### config.mk
export PLATFORM = sky130hd
export DESIGN_NAME = svi_bus_arbiter
export DESIGN_NICKNAME = d
export VERILOG_FILES = /design/src/rtl/svi_bus_arbiter.sv
export SDC_FILE = /design/constraint.sdc
export NUM_CORES = 1
export LEC_CHECK = 0
export ABC_AREA = 1
export CAP_MARGIN = 5
export CORE_ASPECT_RATIO = 1.4
export CORE_UTILIZATION = 45
export CTS_BUF_LIST = sky130_fd_sc_hd__clkbuf_4
export DETAILED_ROUTE_END_ITERATION = 8
export PLACE_DENSITY = 0.87
export SYNTH_ARGS = -nofsm -noshare
export SYNTH_HDL_FRONTEND = slang
export SYNTH_SLANG_ARGS = --single-unit
export TNS_END_PERCENT = 5
### constraint.sdc
create_clock -name clk -period 2.7 [get_ports clk]
set_input_delay 0.54 -clock clk [delete_from_list [all_inputs] [get_ports clk]]
set_output_delay 0.54 -clock clk [all_outputs]
set_load 0.005 [all_outputs]
### src/rtl/svi_bus_arbiter.sv
`default_nettype none
// ============================================================================
//  Module   : svi_bus_arbiter
//  Purpose  : N-channel round-robin arbiter feeding one registered {z,y,x}
//             bundle with a valid/ready handshake, so a single owner drives
//             the shared interface instance instead of many modules.
//  Option   : define SVI_BUS_ARB_LOCK_EN to add req_lock, which lets the
//             winning channel hold round-robin priority while it requests.
//  Revision : 1.0 - initial release
// ============================================================================
module svi_bus_arbiter #(
    parameter int NCH   = 4,
    parameter int WIDTH = 1,
    parameter int CNT_W = 16,
    parameter int SRC_W = $clog2(NCH)
) (
    input  logic                 clk,
    input  logic                 rst_n,
    input  logic [NCH-1:0]       req_valid,
    output logic [NCH-1:0]       req_ready,
    input  logic [NCH*WIDTH-1:0] req_z,
    input  logic [NCH*WIDTH-1:0] req_y,
    input  logic [NCH*WIDTH-1:0] req_x,
`ifdef SVI_BUS_ARB_LOCK_EN
    input  logic [NCH-1:0]       req_lock,
`endif
    output logic                 bus_valid,
    input  logic                 bus_ready,
    output logic [WIDTH-1:0]     bus_z,
    output logic [WIDTH-1:0]     bus_y,
    output logic [WIDTH-1:0]     bus_x,
    output logic [SRC_W-1:0]     bus_src,
    output logic [CNT_W-1:0]     xfer_cnt
);

    typedef enum logic [0:0] {
        ST_EMPTY = 1'b0,
        ST_FULL  = 1'b1
    } state_t;

    localparam logic [SRC_W:0]   c_nch_ext = (SRC_W+1)'(NCH);
    localparam logic [SRC_W-1:0] c_last_ch = SRC_W'(NCH - 1);

    state_t             r_state;
    state_t             w_state_nxt;
    logic [SRC_W-1:0]   r_rr_ptr;
    logic [WIDTH-1:0]   r_bus_z;
    logic [WIDTH-1:0]   r_bus_y;
    logic [WIDTH-1:0]   r_bus_x;
    logic [SRC_W-1:0]   r_bus_src;
    logic [CNT_W-1:0]   r_xfer_cnt;

    logic [SRC_W:0]     w_idx;
    logic [SRC_W-1:0]   w_win;
    logic [SRC_W-1:0]   w_win_inc;
    logic               w_found;
    logic               w_cap_ok;
    logic               w_cap;
    logic [NCH-1:0]     w_ready;

    // Rotating priority search: first requester at or after rr_ptr, wrapping.
    always_comb begin
        w_idx   = '0;
        w_win   = '0;
        w_found = 1'b0;
        for (int k = 0; k < NCH; k++) begin
            w_idx = {1'b0, r_rr_ptr} + (SRC_W+1)'(k);
            if (w_idx >= c_nch_ext) begin
                w_idx = w_idx - c_nch_ext;
            end
            if (!w_found && req_valid[w_idx[SRC_W-1:0]]) begin
                w_found = 1'b1;
                w_win   = w_idx[SRC_W-1:0];
            end
        end
    end

    // Capture whenever the output slot is free or being drained this cycle;
    // reset forces the grant low so nothing is accepted while held in reset.
    assign w_cap_ok  = (r_state == ST_EMPTY) || bus_ready;
    assign w_cap     = rst_n && w_cap_ok && w_found;
    assign w_win_inc = (w_win == c_last_ch) ? '0 : w_win + SRC_W'(1);

    // One-hot grant to the selected channel only on a capture cycle.
    always_comb begin
        w_ready = '0;
        if (w_cap) begin
            w_ready[w_win] = 1'b1;
        end
    end

    // Output-slot occupancy register.
    always_ff @(posedge clk or negedge rst_n) begin
        if (!rst_n) begin
            r_state <= ST_EMPTY;
        end else begin
            r_state <= w_state_nxt;
        end
    end

    // Slot fills on capture; empties on drain unless a new winner refills it.
    always_comb begin
        w_state_nxt = r_state;
        case (r_state)
            ST_EMPTY: if (w_cap) w_state_nxt = ST_FULL;
            ST_FULL:  if (bus_ready && !w_cap) w_state_nxt = ST_EMPTY;
            default:  w_state_nxt = ST_EMPTY;
        endcase
    end

    // Bundle register: loads only on capture, otherwise holds the last value.
    always_ff @(posedge clk or negedge rst_n) begin
        if (!rst_n) begin
            r_bus_z   <= '0;
            r_bus_y   <= '0;
            r_bus_x   <= '0;
            r_bus_src <= '0;
        end else if (w_cap) begin
            r_bus_z   <= req_z[w_win*WIDTH +: WIDTH];
            r_bus_y   <= req_y[w_win*WIDTH +: WIDTH];
            r_bus_x   <= req_x[w_win*WIDTH +: WIDTH];
            r_bus_src <= w_win;
        end
    end

    // Completed-transfer counter, free-running wrap.
    always_ff @(posedge clk or negedge rst_n) begin
        if (!rst_n) begin
            r_xfer_cnt <= '0;
        end else if ((r_state == ST_FULL) && bus_ready) begin
            r_xfer_cnt <= r_xfer_cnt + CNT_W'(1);
        end
    end

`ifdef SVI_BUS_ARB_LOCK_EN
    logic             r_lock_act;
    logic [SRC_W-1:0] r_lock_ch;
    logic [SRC_W-1:0] w_lock_inc;

    assign w_lock_inc = (r_lock_ch == c_last_ch) ? '0 : r_lock_ch + SRC_W'(1);

    // Pointer parks on a locked winner; releases on an unlocked capture or
    // when the locked channel stops requesting while the slot is empty.
    always_ff @(posedge clk or negedge rst_n) begin
        if (!rst_n) begin
            r_rr_ptr   <= '0;
            r_lock_act <= 1'b0;
            r_lock_ch  <= '0;
        end else if (w_cap) begin
            if (req_lock[w_win]) begin
                r_rr_ptr   <= w_win;
                r_lock_act <= 1'b1;
                r_lock_ch  <= w_win;
            end else begin
                r_rr_ptr   <= w_win_inc;
                r_lock_act <= 1'b0;
            end
        end else if (r_lock_act && (r_state == ST_EMPTY) && !req_valid[r_lock_ch]) begin
            r_rr_ptr   <= w_lock_inc;
            r_lock_act <= 1'b0;
        end
    end
`else
    // Pointer advances past each capture winner.
    always_ff @(posedge clk or negedge rst_n) begin
        if (!rst_n) begin
            r_rr_ptr <= '0;
        end else if (w_cap) begin
            r_rr_ptr <= w_win_inc;
        end
    end
`endif

    assign req_ready = w_ready;
    assign bus_valid = (r_state == ST_FULL);
    assign bus_z     = r_bus_z;
    assign bus_y     = r_bus_y;
    assign bus_x     = r_bus_x;
    assign bus_src   = r_bus_src;
    assign xfer_cnt  = r_xfer_cnt;

endmodule
`default_nettype wire

# Word level (Yosys, flattened, before mapping)
# Index checks and enable logic that the tools add are counted.
[classes]
n_bitwise = 1
n_reduce_logical = 13
shifts = 3
n_mux = 27
addsub = 9
n_eq_ne = 1
n_lt_le_gt_ge = 10
[ops]
columns = ["cell", "n"]
rows = [
  ["$mux 2", 9],
  ["$add 16x1->16 const B", 1],
  ["$lt 2x3->1 const B", 5],
  ["$shiftx 4x3->1", 3],
  ["$mux 1", 11],
  ["$ge 3x3->1 const B", 3],
  ["$bmux 1 s2", 4],
  ["$logic_and 1x1->1", 8],
  ["$sub 2x1->2 const B", 4],
  ["$add 2x2->3 const B", 2],
  ["$logic_not 1->1", 4],
  ["$mux 4", 1],
  ["$add 2x1->3 const B", 1],
  ["$ge 2x3->1 const B", 1],
  ["$add 2x1->2 const B", 1],
  ["$demux 1 s2", 1],
  ["$eq 2x2->1 const B", 1],
  ["$ge 2x1->1 const B", 1],
  ["$pmux 1 s2", 1],
  ["$logic_or 1x1->1", 1],
  ["$not 1->1", 1],
]
[totals]
inputBits = 19
output_inout_bits = 26
word_cells = 71
regBits = 24

# Longest topological paths before layout
# Gate-level depths: netlist of run 1.
[depth]
depth_word = 19
depth_mapped = 14
mapped_depth_nobuf = 14

# Least setup slack after synthesis of run 1
# Ideal clock, no wire load.
[synth_path]
path_type = "input -> output"
startpoint = "input port req_valid[3]"
endpoint = "output port req_ready[3]"
stages = 12
t_arrival_ps = 1647
required_time_ps = 2160
n_path_buf = 0
path_slack_ps = 513
path_cell_list = "inv_1 -> nand2_2 -> nand3_1 -> nand2_2 -> inv_1 -> nand2_1 -> nand2_2 -> nand3_2 -> inv_1 -> ha_1 -> inv_1 -> nor2_1"
[synth_between]
elab_chain_cells = 17
word_cells_on_any_way = 29
cone_classes = "order compare (2); mux (19); reduce/logical (8)"
[synth_rtl]
columns = ["item", "line", "source"]
rows = [
  ["from (decl)", "19", "input logic [NCH-1:0] req_valid,"],
  ["$bmux 1 s2", "71", "if (!w_found && req_valid[w_idx[SRC_W-1:0]]) begin"],
  ["$mux 1 (not written as such)", "71", ""],
  ["$mux 1", "71", ""],
  ["$logic_not 1->1", "71", ""],
  ["$logic_and 1x1->1", "71", ""],
  ["$mux 1", "71", ""],
  ["$logic_not 1->1", "71", ""],
  ["$logic_and 1x1->1", "71", ""],
  ["$mux 1", "71", ""],
  ["$logic_not 1->1", "71", ""],
  ["$logic_and 1x1->1", "71", ""],
  ["$mux 2", "71", ""],
  ["$lt 2x3->1 (not written as such) or $ge 2x1->1 (tied branches)", "88", "w_ready[w_win] = 1'b1;"],
  ["$logic_and 1x1->1 (not written as such)", "88", ""],
  ["$mux 1 (not written as such)", "88", ""],
  ["$demux 1 s2", "88", ""],
  ["$mux 4 *", "87", "if (w_cap) begin"],
  ["to (decl)", "20", "output logic [NCH-1:0] req_ready,"],
]
# Mark *: on every way between the ends. The rest lies on a longest branch, timed or not. The select of a mux whose other input is x is not followed.

# Worst setup path in the final report of run 1
[layout_path]
startpoint = "register r_rr_ptr[0]"
endpoint = "output port req_ready[3]"
[layout_between]
elab_chain_cells = 19
word_cells_on_any_way = 44
cone_classes = "add/sub (7); order compare (6); mux (23); reduce/logical (8)"
[layout_rtl]
columns = ["item", "line", "source"]
rows = [
  ["from (decl)", "46", "logic [SRC_W-1:0] r_rr_ptr;"],
  ["from (signal assigned)", "169", "r_rr_ptr <= w_win_inc;"],
  ["parallel branches: the longest is 18 deep, another holds $add 2x1->3", "n/a", ""],
  ["$mux 4 *", "87", ""],
]
# Mark *: on every way between the ends. The select of a mux whose other input is x is not followed.

==> run_results.csv, run 1 <==
group,metric,value,unit
status,outcome,"finished with violations",
status,failed_checks,"negative setup slack",
timing,setup_violations,1,
setup_path,r2r-end,"r_rr_ptr[0]$_DFFE_PN0P_",
finish,antenna_cells,0,
drt,drt_iter0_drc,47,
floorplan,start_util,47.13,%
yosys,yosysSeqAreaShare,41.20,%
finish,design_area,2316,sq um
floorplan,core,3093,sq um
timing,hold_viol,0,
floorplan,die-width,50.10,microns
pwr,peakVddDrop,0.9466,mV
floorplan,rows,24,
finish,fillers,212,
yosys,async_reset_ff_share,100.0,%
drt,vias_per_cell,5.179,
grt,grt_pass1_wl,5968,microns
setup_path,path_class,"reg2out",
floorplan,io-pin-count,45,
finish,final_cells,296,
run,maxCapViolCount,0,
setup_path,critPathArrivalTime,2190,ps
timing,clock.fmax,365.7,MHz
pwr,cell_internal_pwr,1.547,mW
finish,nNetsFinal,279,
drt,firstDrtPassIters,4,
yosys,synthCells,183,
finish,drive_gt1_share,35.02,%
placement,placed_cell_area,2056,sq um
timing,maxSlewHeadroom,80.83,%
grt,grt_usage,21.54,%
yosys,yosysTopAreaCellShare,41.20,%
setup_path,end_kind,"primary output",
clock_network,tritoncts,"done",
pwr,combPwrFrac,69.7,%
yosys,yosys.area.top_type,"dfrtp_1",
grt,antenna_found_initial,0,
clock_network,root_buffer,"clkbuf_4",
setup_path,r2r_cells,16,
timing,fin_crit,2735,ps
clock_network,h-tree-depth,1,
placement,place.gp.congestion,0.8363,
floorplan,die_h,69.34,microns
placement,dp_cells,281,
pwr,p_seq_share,21.1,%
timing,post-route-period-util,101.3,%
yosys,syn_area,1458,sq um
timing,rsz0062_at_grt,"true",
placement,port_buffers,44,
setup_path,reg2reg_setup_slack,520,ps
drt,routedWlPerCell,13.84,microns
worst_hold_path,min_path_type,"reg2reg",
clock_network,cts.path.max_buffers,2,
timing,setup_slack,-34.67,ps
setup_path,worstSetupEndpoint,"req_ready[3]",
setup_path,critPathLaunch,"r_rr_ptr[0]$_DFFE_PN0P_",
timing,slew_violations,0,
placement,place_ws,-340.8,ps
clock_network,cts_made_buffers,3,
setup_path,rr_startpoint,"r_rr_ptr[0]$_DFFE_PN0P_",
yosys,synth_area_leaders,"dfrtp_1, nand2_1, nand3_1, xor2_1, inv_1",
timing,worst_slew_pin_slew,287.6,ps
pwr,p_sw,1.191,mW
yosys,synth-edff-count,0,
pwr,clkPwrFrac,9.2,%
yosys,ys.flop_type,"dfrtp_1",
pwr,p_per_area,1182,nW/um^2
yosys,yosys-top-cells-count,"nand2_1, dfrtp_1, nand3_1",
timing,hold_ws,501.6,ps
drt,num_vias,1533,
clock_network,cts_num_sinks,24,
grt,grt_max_degree,25,
finish,area_delta_synth_final,58.88,%
yosys,syn_nets,204,
pwr,p_leak,1.164,nW
setup_path,critPathMaxFanout,6,
drt,finalWirelength,4096,microns
clock_network,clk-insertion-delay-late,310,ps
pwr,sw_frac_of_total,43.49,%
clock_network,cts_hold_buf,0,
placement,dpl.hpwl,2531,microns
clock_network,clkSlewWorstSetupHoldPaths,110,ps
timing,skew,16.08,ps
yosys,syn_avg_cell_area,7.965,sq um
drt,drc,0,
yosys,synth_most_common_cell,"nand2_1",
yosys,synthDistinctLibCells,25,
grt,first_global_vias,1444,
setup_path,critical_path_required,2160,ps
yosys,yosysWarnings,0,
drt,ant_nets,0,
grt,overflow,0,
floorplan,dieArea,3474,sq um
yosys,yosys_register_bits,24,
setup_path,cp-start-kind,"flop",
-- repair_timing --
item,4_1_cts,5_1_grt
endpoints found under the setup margin,4,4
setup buffers,2,9
pin swaps,7,19
gates resized for setup,21,45
-- stage by stage --
step / util, % / TNS (ps) / power, mW
2_1_floorplan: - / 0 / 1.358
3_3_place_gp: 66.46 / -1093 / 1.982
3_5_place_dp: 66.46 / -1215 / 2.017
4_1_cts: 69.22 / -89.01 / 2.358
5_1_grt: 74.88 / -203.7 / 2.913
6_report: 74.88 / -34.67 / 2.737
-- flip-flops by register name, indices dropped and copies added (netlist names) --
| register | count |
|---|---|
| bus_src | 2 |
| r_rr_ptr | 2 |
| xfer_cnt | 16 |
| bus_z | 1 |
| bus_y | 1 |
| bus_x | 1 |
| bus_valid | 1 |
-- power by group through the flow --
stage / registers (mW) / clock network [mW] / logic, mW
5_1_grt: 0.587 / 0.271 / 2.05
3_5_place_dp: 0.570 / 0 / 1.45
4_1_cts: 0.569 / 0.258 / 1.53
3_3_place_gp: 0.565 / 0 / 1.42
6_report: 0.577 / 0.251 / 1.91
2_1_floorplan: 0.554 / 0 / 0.804
-- critical path, stage by stage, from the launching register on --
cell      delay, ps
dfrtp_2         480
clkinv_4        110
buf_6           150
nand2_4          50
nand2_2          70
nand2_2          70
nand2_2          70
o21ai_2         130
nand2_1          80
nand3_2         110
buf_6           120
ha_4            120
inv_2            40
nor2_2          150
buf_2           140
-- cell usage in the layout, fill, tap and decap left out, types with 2 or more instances in the layout --
cell              n
xor2_1            8
inv_2            10
nor2_2            6
nor2_1            5
buf_4            23
xnor2_1           7
nand3_1          15
nand4_2           2
nand2_4           5
dfrtp_1          22
dfrtp_2           2
clkdlybuf4s50_1  36
clkbuf_4          3
buf_2             2
inv_1             9
buf_6             4
clkbuf_2          2
nand3_4           3
nand3_2           5
dlymetal6s2s_1    3
nand2_2          14
o21ai_0           2
nor3_1            2
nand4_1           7
nand2_1          46
-- cell families after synthesis --
group                    Yosys count  share of synthesized area [%]
AND/OR/NAND/NOR                  112                          37.94
XOR/XNOR                          15                          9.013
adder cells (fa/ha/maj)            2                          1.716
AO/OA/AOI/OAI                      7                          3.347
flip-flops                        24                          41.20
buffers and inverters             23                          6.781
-- worst min-delay path by stage --
| stage | start | endpoint | slack, ps | cells past startpoint |
|---|---|---|---|---|
| floorplan | rst_n | bus_src[0]$_DFFE_PN0P_ | 240 | 0 |
| global placement | bus_z$_DFFE_PN0P_ | bus_z$_DFFE_PN0P_ | 460 | 2 |
| detailed placement | bus_x$_DFFE_PN0P_ | bus_x$_DFFE_PN0P_ | 470 | 2 |
| CTS | bus_z$_DFFE_PN0P_ | bus_z$_DFFE_PN0P_ | 510 | 2 |
| global route | bus_src[0]$_DFFE_PN0P_ | bus_src[0]$_DFFE_PN0P_ | 520 | 1 |
| finish | bus_src[0]$_DFFE_PN0P_ | bus_src[0]$_DFFE_PN0P_ | 500 | 1 |
-- per-layer routing --
| metal | global-route usage (%) | wire length (microns) | share of wire [%] | vias up |
|---|---|---|---|---|
| li1 | - | - | - | 736 |
| met3 | 3.070 | 283 | 6.9 | 10 |
| met5 | 0 | 0 | 0 | - |
| met4 | 8.254 | 101 | 2.5 | 0 |
| met2 | 38.07 | 2078 | 51 | 72 |
| met1 | 25.46 | 1633 | 40 | 715 |
-- layout make-up --
type / count / area (sq um) / share of cell area (%)
Multi-Input combinational cell: 136 / 872.1 / 37.66
Timing Repair Buffer: 71 / 644.4 / 27.82
Sequential cell: 24 / 603.1 / 26.04
Inverter: 22 / 95.09 / 4.106
Tap cell: 39 / 48.80 / 2.107
Clock inverter: 1 / 30.03 / 1.297
Clock buffer: 3 / 22.52 / 0.9724
(Power assumes the default switching activity.)
==> run 2, diff against run 1 <==
--- a/config.mk
+++ b/config.mk
@@ -7,7 +7,7 @@
 export LEC_CHECK = 0
 export ABC_AREA = 1
 export CAP_MARGIN = 5
-export CORE_ASPECT_RATIO = 1.4
+export CORE_ASPECT_RATIO = 0.75
 export CORE_UTILIZATION = 45
 export CTS_BUF_LIST = sky130_fd_sc_hd__clkbuf_4
 export DETAILED_ROUTE_END_ITERATION = 8
==> run 2 against run 1 <==
- setup slack improved by 170 ps
- combinational power fell by 15%
- global-route usage fell by 0.32 points
- sequential cell count did not move
- sequential share of layout area rose by 1.8 points
- die area barely moved
- first-iteration DRC count rose by 66%
- critical path type unchanged
- highest routed layer unchanged
- sequential power fell by 2%
- design area fell by 6.4%
- power fell by 14%
- clock skew fell by 11 ps
- largest power group unchanged
- clock-buffer cell count did not move
- the flow now finishes without violations
==> run_results.csv, run 2 (synthesis results as in run 1) <==
group,metric,value,unit
pwr,peakVddDrop,0.6877,mV
clock_network,clk-insertion-delay-late,310,ps
finish,multi_input_area,815.8,sq um
finish,regArea,603.1,sq um
finish,antenna_cells,0,
clock_network,cts_made_buffers,3,
setup_path,rr_startpoint,"r_rr_ptr[0]$_DFFE_PN0P_",
timing,setup_violations,0,
finish,fillers,212,
pwr,power.total,2.346,mW
setup_path,critPathMaxFanout,6,
setup_path,critical_path_required,2160,ps
finish,layout_common_cells,"nand2_1, clkdlybuf4s50_1, dfrtp_1, buf_4, nand3_1",
drt,drt_iter0_drc,78,
setup_path,critPathArrivalTime,2030,ps
placement,dpl.hpwl,2536,microns
clock_network,cts.path.max_buffers,2,
floorplan,io-pin-count,45,
floorplan,die-width,67.72,microns
finish,drive_gt1_share,29.32,%
setup_path,cp-start-kind,"flop",
status,outcome,"completed",
floorplan,die_h,51.29,microns
drt,firstDrtPassIters,4,
drt,num_vias,1438,
setup_path,r2r_cells,15,
grt,grt_pass1_wl,5492,microns
finish,largest_reg_flops,16,
clock_network,cts_hold_buf,0,
grt,grt_max_degree,25,
grt,overflow,0,
grt,first_global_vias,1308,
finish,design_area,2167,sq um
drt,ant_nets,0,
drt,vias_per_cell,5.010,
setup_path,worstSetupEndpoint,"req_ready[3]",
timing,clock.fmax,389.8,MHz
timing,maxSlewHeadroom,80.78,%
setup_path,critPathLaunch,"r_rr_ptr[0]$_DFFE_PN0P_",
clock_network,cts_num_sinks,24,
timing,setup_slack,134.7,ps
worst_hold_path,min_path_type,"reg2reg",
setup_path,end_kind,"primary output",
setup_path,reg2reg_setup_slack,740,ps
grt,grt_usage,21.22,%
floorplan,dieArea,3473,sq um
floorplan,core,3020,sq um
setup_path,r2r-end,"bus_z$_DFFE_PN0P_",
finish,area_delta_synth_final,48.67,%
timing,fin_crit,2565,ps
clock_network,root_buffer,"clkbuf_4",
pwr,p_per_area,1083,nW/um^2
floorplan,rows,17,
drt,drc,0,
grt,antenna_found_initial,0,
timing,hold_viol,0,
floorplan,start_util,48.26,%
setup_path,path_class,"reg2out",
drt,routedWlPerCell,12.52,microns
timing,slew_violations,0,
pwr,p_leak,1.115,nW
run,maxCapViolCount,0,
timing,skew,5.505,ps
clock_network,h-tree-depth,1,
placement,place.gp.congestion,0.8669,
timing,worst_slew_pin_slew,288.4,ps
finish,final_common_cell,"nand2_1",
placement,placed_cell_area,2032,sq um
placement,port_buffers,44,
clock_network,tritoncts,"done",
clock_network,clkSlewWorstSetupHoldPaths,120,ps
placement,place_ws,-351.5,ps
timing,post-route-period-util,95.01,%
finish,nNetsFinal,272,
drt,finalWirelength,3594,microns
-- run 2: cell count changes in the layout (fill, tap and decap cells not counted), sizes merged --
cell | before | now
buf | 29 | 23
bufinv | 1 | 0
clkbuf | 5 | 4
clkinv | 1 | 0
dlygate4sd2 | 1 | 0
dlymetal6s2s | 3 | 4
inv | 21 | 22
-- run 2: power by group --
part | switching (mW) | internal (mW) | total, mW
registers | 0.104 | 0.462 | 0.566
clock network | 0.0970 | 0.0521 | 0.149
logic | 0.849 | 0.782 | 1.63
total | 1.05 | 1.30 | 2.35
-- run 2: timing repair --
action	CTS	global route
setup buffers	0	7
resized for setup	17	30
setup endpoints to repair	4	4
pin swaps	1	11
-- run 2: how the worst min path moves through the flow --
stage                          endpoint  cells after the start                      from  slack (ps)
5_1_grt        xfer_cnt[14]$_DFFE_PN0P_                      1  xfer_cnt[14]$_DFFE_PN0P_         530
3_3_place_gp   xfer_cnt[15]$_DFFE_PN0P_                      1  xfer_cnt[15]$_DFFE_PN0P_         460
4_1_cts               bus_y$_DFFE_PN0P_                      2         bus_y$_DFFE_PN0P_         510
2_1_floorplan    bus_src[0]$_DFFE_PN0P_                      0                     rst_n         240
6_report              bus_x$_DFFE_PN0P_                      2         bus_x$_DFFE_PN0P_         500
3_5_place_dp          bus_y$_DFFE_PN0P_                      2         bus_y$_DFFE_PN0P_         480
-- run 2: critical path: stages, from the launching register on --
cell and delay, ps:
dfrtp_2 480, buf_4 170, nand2_1 70, nand2_2 70
nand2_1 80, nand2_2 70, nor2_4 130, nand3_4 100
nand3_2 100, inv_1 50, ha_1 170, inv_1 70
nor2_2 40, buf_2 120
-- run 2: final cells by class --
type,count,area share [%]
clock buffer,3,1.039
multi-input combinational,136,37.64
sequential,24,27.83
timing repair buffer,64,27.14
tap,38,2.194
inverter,22,4.157
-- run 2: stage by stage --
stage | TNS, ps | std cells | utilization (%) | hold WS (ps)
after floorplan | 0 | 183 | - | 244.4
after global placement | -1345 | 277 | 67.27 | 460.6
after detailed placement | -1284 | 277 | 67.27 | 478.3
after CTS | -21.33 | 280 | 68.23 | 506.0
after global routing | -0.8238 | 287 | 71.75 | 529.4
final | 0 | 287 | 71.75 | 504.3
-- run 2: layer usage --
layer	vias to the layer above	share of wire (%)	GRT usage [%]
met4	0	1.1	5.319
li1	720	-	-
met1	658	45	28.31
met3	6	8.0	4.911
met2	54	46	34.32
met5	-	0	0
